[config.mk]
export PLATFORM = sky130hd
export DESIGN_NAME = param_seq_divider
export DESIGN_NICKNAME = d
export VERILOG_FILES = /design/src/rtl/div_pkg.sv /design/src/rtl/div_step.sv /design/src/rtl/param_seq_divider.sv
export SDC_FILE = /design/constraint.sdc
export NUM_CORES = 1
export LEC_CHECK = 0
export CAP_MARGIN = 20
export CORE_ASPECT_RATIO = 1.4
export CORE_MARGIN = 3
export CORE_UTILIZATION = 60
export CTS_CLUSTER_SIZE = 10
export DETAILED_ROUTE_END_ITERATION = 10
export MAX_ROUTING_LAYER = met4
export PLACE_DENSITY = 0.93
export SLEW_MARGIN = 20
export SYNTH_ARGS = -nofsm -noshare
export SYNTH_HDL_FRONTEND = slang
export SYNTH_SLANG_ARGS = --single-unit
export TNS_END_PERCENT = 1
[constraint.sdc]
create_clock -name clock -period 3.8 [get_ports clock]
set_input_delay 1.14 -clock clock [delete_from_list [all_inputs] [get_ports clock]]
set_output_delay 1.14 -clock clock [all_outputs]
set_load 0.01 [all_outputs]
[src/rtl/div_pkg.sv]
// Shared types and helpers for the sequential fixed-point divider.
package div_pkg;

    typedef enum logic [1:0] {
        IDLE,
        RUN,
        FIX,
        DONE
    } div_state_t;

    localparam int unsigned DEF_WIDTH = 10;
    localparam int unsigned DEF_FRAC  = 4;
    localparam int unsigned ITER      = DEF_WIDTH + DEF_FRAC;

    // Number of quotient bits produced for a given format.
    function automatic int unsigned iter_count(input int unsigned width,
                                               input int unsigned frac);
        return width + frac;
    endfunction

    // Two's-complement magnitude of the low w bits of v (w <= 32).
    function automatic logic [31:0] abs_val(input logic [31:0] v, input int unsigned w);
        logic [31:0] mask;
        mask = (w >= 32) ? '1 : ((32'd1 << w) - 32'd1);
        if (v[w-1]) begin
            return (~v + 32'd1) & mask;
        end
        return v & mask;
    endfunction

endpackage

[src/rtl/div_step.sv]
// One restoring-division step: shift in a dividend bit, trial-subtract, restore on borrow.
module div_step #(
    parameter int unsigned WIDTH = 10
) (
    input  logic [WIDTH:0]   i_rem,
    input  logic             i_bit,
    input  logic [WIDTH-1:0] i_div,
    output logic [WIDTH:0]   o_rem,
    output logic             o_qbit
);

    logic [WIDTH+1:0] w_shift;
    logic [WIDTH+1:0] w_diff;

    assign w_shift = {i_rem, i_bit};
    assign w_diff  = w_shift - {2'b00, i_div};

    // Borrow out of the extended subtract means the trial went negative.
    assign o_qbit = ~w_diff[WIDTH+1];
    assign o_rem  = w_diff[WIDTH+1] ? w_shift[WIDTH:0] : w_diff[WIDTH:0];

endmodule

[src/rtl/param_seq_divider.sv]
// Multi-cycle restoring fixed-point divider: q = (a << FRAC) / b, signed or unsigned,
// with saturation on overflow and a start/busy/valid handshake.
module param_seq_divider
    import div_pkg::*;
#(
    parameter int unsigned WIDTH = 10,
    parameter int unsigned FRAC  = 4
) (
    input  logic             clock,
    input  logic             reset,
    input  logic             start,
    input  logic             signed_op,
    input  logic [WIDTH-1:0] a,
    input  logic [WIDTH-1:0] b,
    output logic             busy,
    output logic             valid,
    output logic [WIDTH-1:0] q,
    output logic [WIDTH-1:0] r,
    output logic             dvz,
    output logic             ovf
);

    localparam int unsigned ITER_N = iter_count(WIDTH, FRAC);
    localparam int unsigned CW     = $clog2(ITER_N + 1);

    localparam logic [ITER_N:0] LIM_U  = (ITER_N + 1)'({WIDTH{1'b1}});
    localparam logic [ITER_N:0] LIM_SP = (ITER_N + 1)'({(WIDTH - 1){1'b1}});
    localparam logic [ITER_N:0] LIM_SN = LIM_SP + 1'b1;

    div_state_t        r_state;
    logic [CW-1:0]     r_cnt;
    logic [ITER_N-1:0] r_dq;
    logic [WIDTH:0]    r_rem;
    logic [WIDTH-1:0]  r_div;
    logic              r_signed;
    logic              r_neg_q;
    logic              r_neg_r;

    logic [WIDTH-1:0]  w_a_mag;
    logic [WIDTH-1:0]  w_b_mag;
    logic [WIDTH:0]    w_rem_next;
    logic              w_qbit;
    logic [ITER_N:0]   w_qmag_ext;
    logic              w_neg_res;
    logic              w_ovf;
    logic [WIDTH-1:0]  w_q_fix;
    logic [WIDTH-1:0]  w_r_fix;

    assign w_a_mag = signed_op ? WIDTH'(abs_val(32'(a), WIDTH)) : a;
    assign w_b_mag = signed_op ? WIDTH'(abs_val(32'(b), WIDTH)) : b;

    div_step #(
        .WIDTH (WIDTH)
    ) u_step (
        .i_rem  (r_rem),
        .i_bit  (r_dq[ITER_N-1]),
        .i_div  (r_div),
        .o_rem  (w_rem_next),
        .o_qbit (w_qbit)
    );

    // r_dq holds the dividend bits still to be consumed on the left and the
    // quotient bits produced so far on the right; after ITER_N steps it is the quotient.
    always_comb begin
        w_qmag_ext = {1'b0, r_dq};
        w_neg_res  = r_neg_q && (r_dq != '0);
        w_ovf      = 1'b0;
        w_q_fix    = r_dq[WIDTH-1:0];
        if (!r_signed) begin
            w_ovf   = w_qmag_ext > LIM_U;
            w_q_fix = w_ovf ? {WIDTH{1'b1}} : r_dq[WIDTH-1:0];
        end else if (w_neg_res) begin
            w_ovf   = w_qmag_ext > LIM_SN;
            w_q_fix = w_ovf ? {1'b1, {(WIDTH - 1){1'b0}}} : -r_dq[WIDTH-1:0];
        end else begin
            w_ovf   = w_qmag_ext > LIM_SP;
            w_q_fix = w_ovf ? {1'b0, {(WIDTH - 1){1'b1}}} : r_dq[WIDTH-1:0];
        end
        w_r_fix = r_neg_r ? WIDTH'(-r_rem) : WIDTH'(r_rem);
    end

    always_ff @(posedge clock or negedge reset) begin
        if (!reset) begin
            r_state  <= IDLE;
            r_cnt    <= '0;
            r_dq     <= '0;
            r_rem    <= '0;
            r_div    <= '0;
            r_signed <= 1'b0;
            r_neg_q  <= 1'b0;
            r_neg_r  <= 1'b0;
            busy     <= 1'b0;
            valid    <= 1'b0;
            q        <= '0;
            r        <= '0;
            dvz      <= 1'b0;
            ovf      <= 1'b0;
        end else begin
            case (r_state)
                IDLE, DONE: begin
                    if (start) begin
                        r_dq     <= ITER_N'(w_a_mag) << FRAC;
                        r_rem    <= '0;
                        r_div    <= w_b_mag;
                        r_signed <= signed_op;
                        r_neg_q  <= signed_op & (a[WIDTH-1] ^ b[WIDTH-1]);
                        r_neg_r  <= signed_op & a[WIDTH-1];
                        q        <= '0;
                        r        <= '0;
                        ovf      <= 1'b0;
                        if (b == '0) begin
                            dvz     <= 1'b1;
                            valid   <= 1'b1;
                            r_state <= DONE;
                        end else begin
                            dvz     <= 1'b0;
                            valid   <= 1'b0;
                            busy    <= 1'b1;
                            r_cnt   <= CW'(ITER_N);
                            r_state <= RUN;
                        end
                    end
                end
                RUN: begin
                    // The extra cycle at r_cnt == 0 sets the documented start-to-valid latency.
                    if (r_cnt != '0) begin
                        r_rem <= w_rem_next;
                        r_dq  <= {r_dq[ITER_N-2:0], w_qbit};
                        r_cnt <= r_cnt - 1'b1;
                    end else begin
                        r_state <= FIX;
                    end
                end
                FIX: begin
                    q       <= w_q_fix;
                    r       <= w_r_fix;
                    ovf     <= w_ovf;
                    dvz     <= 1'b0;
                    valid   <= 1'b1;
                    busy    <= 1'b0;
                    r_state <= DONE;
                end
                default: begin
                    r_state <= IDLE;
                end
            endcase
        end
    end

endmodule

==> flow_summary.yaml <==
status:
  status: "finished, final reports clean"
clocking:
  ctsResizeCount: 0
  cts_made_buffers: 9
  post_cts_buffers: 0
  clock-root-buffer: "clkbuf_8"
  h-tree-depth: 3
  max-clock-path-buffers: 2
  clk_pin_slew_ps: 80
  cts_hold_buffers: 0
  numClockSinks: 68
  cts_tree: "done"
  clkLatencyLatePin_ps: 350
critical_path:
  crit_required_ps: 4030
  critPathKind: "input port to flip-flop"
  path_cells: "clkdlybuf4s50_1 -> nand2b_1 -> o311a_1 -> a21oi_2 -> buf_4 -> a21oi_1 -> and3_1 -> a221o_1"
  crit_fanout: 35
  crit_slowest_cell: "clkdlybuf4s50_1"
  start_kind: "input port"
  max_stage_delay_ps: 460
  crit_arrival_ps: 3080
  endpoint_kind: "flip-flop"
timing:
  rsz0062_at_grt: "false"
  finalSetupViolCount: 0
  skew_ps: 9.933
  finalHoldViolations: 0
  max_clock_freq_mhz: 350.4
  fin_crit_ps: 2854
  finalCritPeriodShare: 0.7510
  relSlewSlack: 0.5394
  drv_slew: 0
  tightest_slew_ps: 690.9
  layout_setup_ws_ps: 946.1
  whs_ps: 480.6
  tns_ps: 0
global_route:
  grt_antenna_before_repair: 0
  grt_overflow: 0
  grt_use_total: 0.2653
  grt_first_pass_wirelength_mm: 17.53
  grt_pass1_vias: 3943
  grt_max_degree: 36
synthesis:
  synth_compound_area_frac: 0.2439
  synth_top_family_by_area: "compound AO/OA/AOI/OAI gates"
  synth.most_common_cell: "nand2_1"
  ys_async_sr_fraction: 1.000
  ys.warnings.count: 0
  synth.area.top_cells: "dfrtp_1, nand2_1, o21ai_0"
  synth_ff_type: "dfrtp_1"
  syn-cell-area_um2: 4380
  synth_cells: 533
  synth_top_cell_by_area: "dfrtp_1"
  synth_edf_count: 0
  syn_area_per_cell_um2: 8.218
  synthMuxAreaShare: 0.01400
  ys_ff_latch: 68
  synth_commonest_cells: "nand2_1, dfrtp_1, o21ai_0, a21oi_1, inv_1"
  synth_nets: 576
  seq_area_frac_synth: 0.3885
  yosys.area_share.simple: 0.1928
  synth_cell_types: 55
  synth_xor_area_frac: 0.05199
  synth_top_area_frac: 0.3885
  yosys.area_share.adder: 0.05598
run:
  maxCapViolCount: 0
power_and_ir_drop:
  combPwrFrac: 0.578
  powerDensity_nw_per_um2: 876.3
  peakVddDrop_uv: 626.3
  p_switching_mw: 2.124
  seqPwrFrac: 0.290
  leakage_nw: 2.204
  sw_frac_of_total: 0.4739
  p_int_mw: 2.357
  clock_power_share: 0.132
  total_power_mw: 4.481
drt:
  drt_iter0_markers: 326
  vias_per_cell: 6.068
  antenna_left: 0
  first_pass_iters: 5
  via_count: 4078
  drc: 0
  wire_per_inst_um: 15.53
  wl_mm: 10.43
floorplanning:
  start_util: 0.6234
  die_area_um2: 8377
  core_um2: 7027
  io_pins: 48
  fp.dieH_um: 107.1
  rows: 36
  fp.dieW_um: 78.22
worst_hold_path:
  worst_hold_path_type: "flip-flop to flip-flop"
placed_design:
  post_dp_cell_area_um2: 4921
  placed_cells: 656
  dpl_worst_slack_ps: 607.6
  finalWeightedCongestion: 0.9473
  dp_hpwl_mm: 7.838
  io_buffers: 47
cells_and_area:
  syn_to_final_growth_pct: 16.74
  utilization: 0.7277
  n_antenna_cell: 0
  nNetsFinal: 615
  drive_gt1_frac: 0.05026
  n_fill_cell: 548
  fin_cells: 672
  design_area_um2: 5114
[state kept, by name, indices dropped and copies added, names as in the netlist]
register and flops:
r_state 2, r_rem 11, r_div 10, q 10
r_neg_r 1, valid 1, r 10, busy 1
r_cnt 4, ovf 1, r_dq 14, r_neg_q 1
r_signed 1, dvz 1
[placed cells by master, fill, tap and decap left out, types with 3 or more instances in the layout]
cell and count:
o21ai_0 53, xor2_1 8, nand2_1 79, a21oi_1 47, a31oi_1 8, or3_1 7, a32o_1 3, nor2_1 31
o31ai_1 9, o211ai_1 7, a221o_1 5, o221ai_1 5, nand3_1 17, mux2i_1 5, nand2b_1 5, nand4_1 3
nor3_1 15, clkbuf_8 9, inv_1 35, and2_1 3, a21boi_0 4, buf_4 7, ha_1 18, xnor2_1 18
o21a_1 6, a211oi_1 4, dfrtp_1 68, nor2b_1 4, nor4_1 6, clkdlybuf4s50_1 46, o21ai_1 3
[metal layers]
metal / vias to the layer above / part of all wire / GRT usage
met2: 164 / 0.52 / 0.4614
met4: 0 / 0.020 / 0.1238
met5: - / 0 / -
met1: 1911 / 0.40 / 0.3026
li1: 1980 / - / -
met3: 23 / 0.053 / 0.03445
[power groups by stage]
stage	clock (mW)	sequential (mW)	combinational [mW]
6_report	0.591	1.30	2.59
5_1_grt	0.624	1.34	2.87
4_1_cts	0.590	1.29	2.57
3_5_place_dp	0	1.30	2.54
3_3_place_gp	0	1.29	2.41
2_1_floorplan	0	1.25	1.85
[final timing paths]
kind / to / slack, ps / depth (start not counted) / from
max: r_dq[13] / 950 / 8 / start
min: q[0] / 480 / 1 / q[0]
max reg2reg: r_rem[4] / 990 / 7 / r_rem[5]
min reg2reg: q[0] / 480 / 1 / q[0]
max in group asynchronous: r_rem[3] / 2230 / 2 / reset
min in group asynchronous: r_rem[6] / 840 / 1 / reset
[worst max-delay path, delay by kind of cell]
kind                   cells  cell delay, ps
buffers and inverters      2             800
AOI/OAI and AO/OA          4             690
and+or+nand+nor            2             450
[layout make-up]
| type | count | area, um2 | share of cell area |
|---|---|---|---|
| multi-input cells | 404 | 2451 | 0.4793 |
| flip-flops and latches | 68 | 1702 | 0.3328 |
| repair buffers | 54 | 518.0 | 0.1013 |
| inverters | 35 | 131.4 | 0.02569 |
| clock buffers | 10 | 127.6 | 0.02496 |
| well taps | 95 | 118.9 | 0.02324 |
| clock inverters | 6 | 65.06 | 0.01272 |
[logic make-up (layout without fill, tap and decap cells)]
group                      after synthesis  after routing
adders and majority gates               19             19
buffers and inverters                   61            105
AOI/OAI and AO/OA                      171            171
muxes                                    6              6
and+or+nand+nor                        182            182
xor gates and xnor gates                26             26
DFF                                     68             68
(Power assumes the default switching activity.)
==> edit: new RTL, config.mk and constraints unchanged <==
`WIDTH` is set to 10 in 2 places; all go to 20.
--- a/src/rtl/div_step.sv
+++ b/src/rtl/div_step.sv
@@ -1,5 +1,5 @@
 // One restoring-division step: shift in a dividend bit, trial-subtract, restore on borrow.
 module div_step #(
-    parameter int unsigned WIDTH = 10
+    parameter int unsigned WIDTH = 20
 ) (
     input  logic [WIDTH:0]   i_rem,
--- a/src/rtl/param_seq_divider.sv
+++ b/src/rtl/param_seq_divider.sv
@@ -4,5 +4,5 @@
     import div_pkg::*;
 #(
-    parameter int unsigned WIDTH = 10,
+    parameter int unsigned WIDTH = 20,
     parameter int unsigned FRAC  = 4
 ) (
Ports: changed (resized a, b, q and r); port bits go from 48 to 88. No check against the original RTL was run, so the function may have changed too.
==> edit against the unedited design <==
Via count up 84%; sequential share of layout area is 1.8 points lower; worst setup slack worse by 0.49 ns; power rose by 91%; global-route usage grew 2.4 points; wire length up 89%; first-iteration DRC count grew 93%; final cell count grew 79%; clock skew shrank 0.0030 ns; area after synthesis is 80% higher; sequential cell count up 51; design area is 85% higher; fmax is 15% lower; critical path depth decreased by 1; highest routed layer unchanged.
==> edit: results (changes against the unedited design) <==
DR iter-0 viols = 628 (+93%)
CP max stage cell = nor4_1
Max incr delay on CP = 0.53 ns (+0.07 ns)
Clock group = 1.70 mW (+190%)
P_leak = 4.09 nW (+86%)
Gr usage total = 28.9% (+2.4 points)
Min-delay worst type = reg2reg
Final wirelength = 19.7 mm (+89%)
Ys async rst share = 100% (unchanged)
Post-synth top cells = nand2_1, o21ai_0, dfrtp_1, a21oi_1, nor2_1
Sequential share of power = 27.6% (-1.4 points)
Final #Nets = 1,115 (+81%)
DP Area = 8840 um^2 (+80%)
Pre-CTS setup slack = 0.114 ns (-0.494 ns)
Yosys warns = 0 (unchanged)
Port bufs = 87 (+85%)
Final Util = 75.0% (+2.3 points)
Worst EP arrival = 3.63 ns (+0.55 ns)
Reg2reg start = r_dq[0]$_DFFE_PN0P_
Mapped Cells = 973 (+83%)
Hold endpoint = r[18]$_DFFE_PN0P_
Clk slew on worst S/H paths = 0.06 ns (-0.02 ns)
TritonCTS Buffers = 17 (+8)
Via count = 7,497 (+84%)
Cells on worst reg2reg path = 9 (+2)
FF-to-FF End = q[9]$_DFFE_PN0P_
Status = complete, no violations
Hold_sp = r[18]$_DFFE_PN0P_
Top flop regs = r_dq x24, r_rem x21
Largest net degree at the start of global routing = 77 (+110%)
Top cells by area, synth = dfrtp_1, o21ai_0, nand2_1
Worst slew pin tran = 0.864 ns (+0.173 ns)
CP delay by family, top = simple AND/OR/NAND/NOR gates
Final-layout fill cell count = 863 (+57%)
Peak supply drop = 667 uV (+6.5%)
CP max FO = 5 (-86%)
Root Driver = clkbuf_16
Setup crit start = b[6]
Post-DP HPWL = 14.0 mm (+78%)
Routability cong. = 0.957 (+1.1%)
CP Capture Point = r_cnt[1]$_DFFE_PN0P_
Seq/Total Area, Yosys = 37.8% (-1.1 points)
First-pass GRT wire length = 33.1 mm (+89%)
Hold_ws = 0.475 ns (-0.00587 ns)
Clk pwr share = 19.9% (+6.7 points)
Vias in the first global route = 7,203 (+83%)
Mapped Nets = 1,047 (+82%)
Clk buf depth = 2 (unchanged)
Hold depth = 2 (+1)
Distinct cell type count after synthesis = 61 (+11%)
Clock Skew = 0.00696 ns (-0.00298 ns)
Switching power = 3.80 mW (+79%)
Share of layout cells above drive strength 1 = 5.50% (+0.48 points)
R2r setup slk = 0.49 ns (-0.50 ns)
Tmin final = 3.34 ns (+0.487 ns)
==> edit: final cells by class <==
cell class / count / area share, %
Multi-Input combinational cell: 754 / 47.7
Sequential cell: 119 / 31.5
Timing Repair Buffer: 100 / 10.3
Clock buffer: 18 / 4.54
Clock inverter: 14 / 2.08
Tap cell: 150 / 1.98
Inverter: 49 / 1.94
==> edit: logic make-up (layout without fill, tap and decap cells) <==
logic type / Yosys count / count (layout) / share of synthesized area (%)
and+or+nand+nor: 337 / 337 / 19.7
AOI/OAI and AO/OA: 299 / 299 / 22.3
DFF: 119 / 119 / 37.8
buffers and inverters: 100 / 181 / 5.05
xor gates and xnor gates: 68 / 68 / 7.65
adders and majority gates: 30 / 30 / 4.86
muxes: 20 / 20 / 2.56
==> edit: per-layer routing <==
metal  up-vias  routed length (um)  GRT usage (%)
li1       3578                   -              -
met1      3519                7940           35.7
met2       331                9760           47.3
met3        69                1350           4.97
met4         0                 632           10.7
met5         -                   0              -
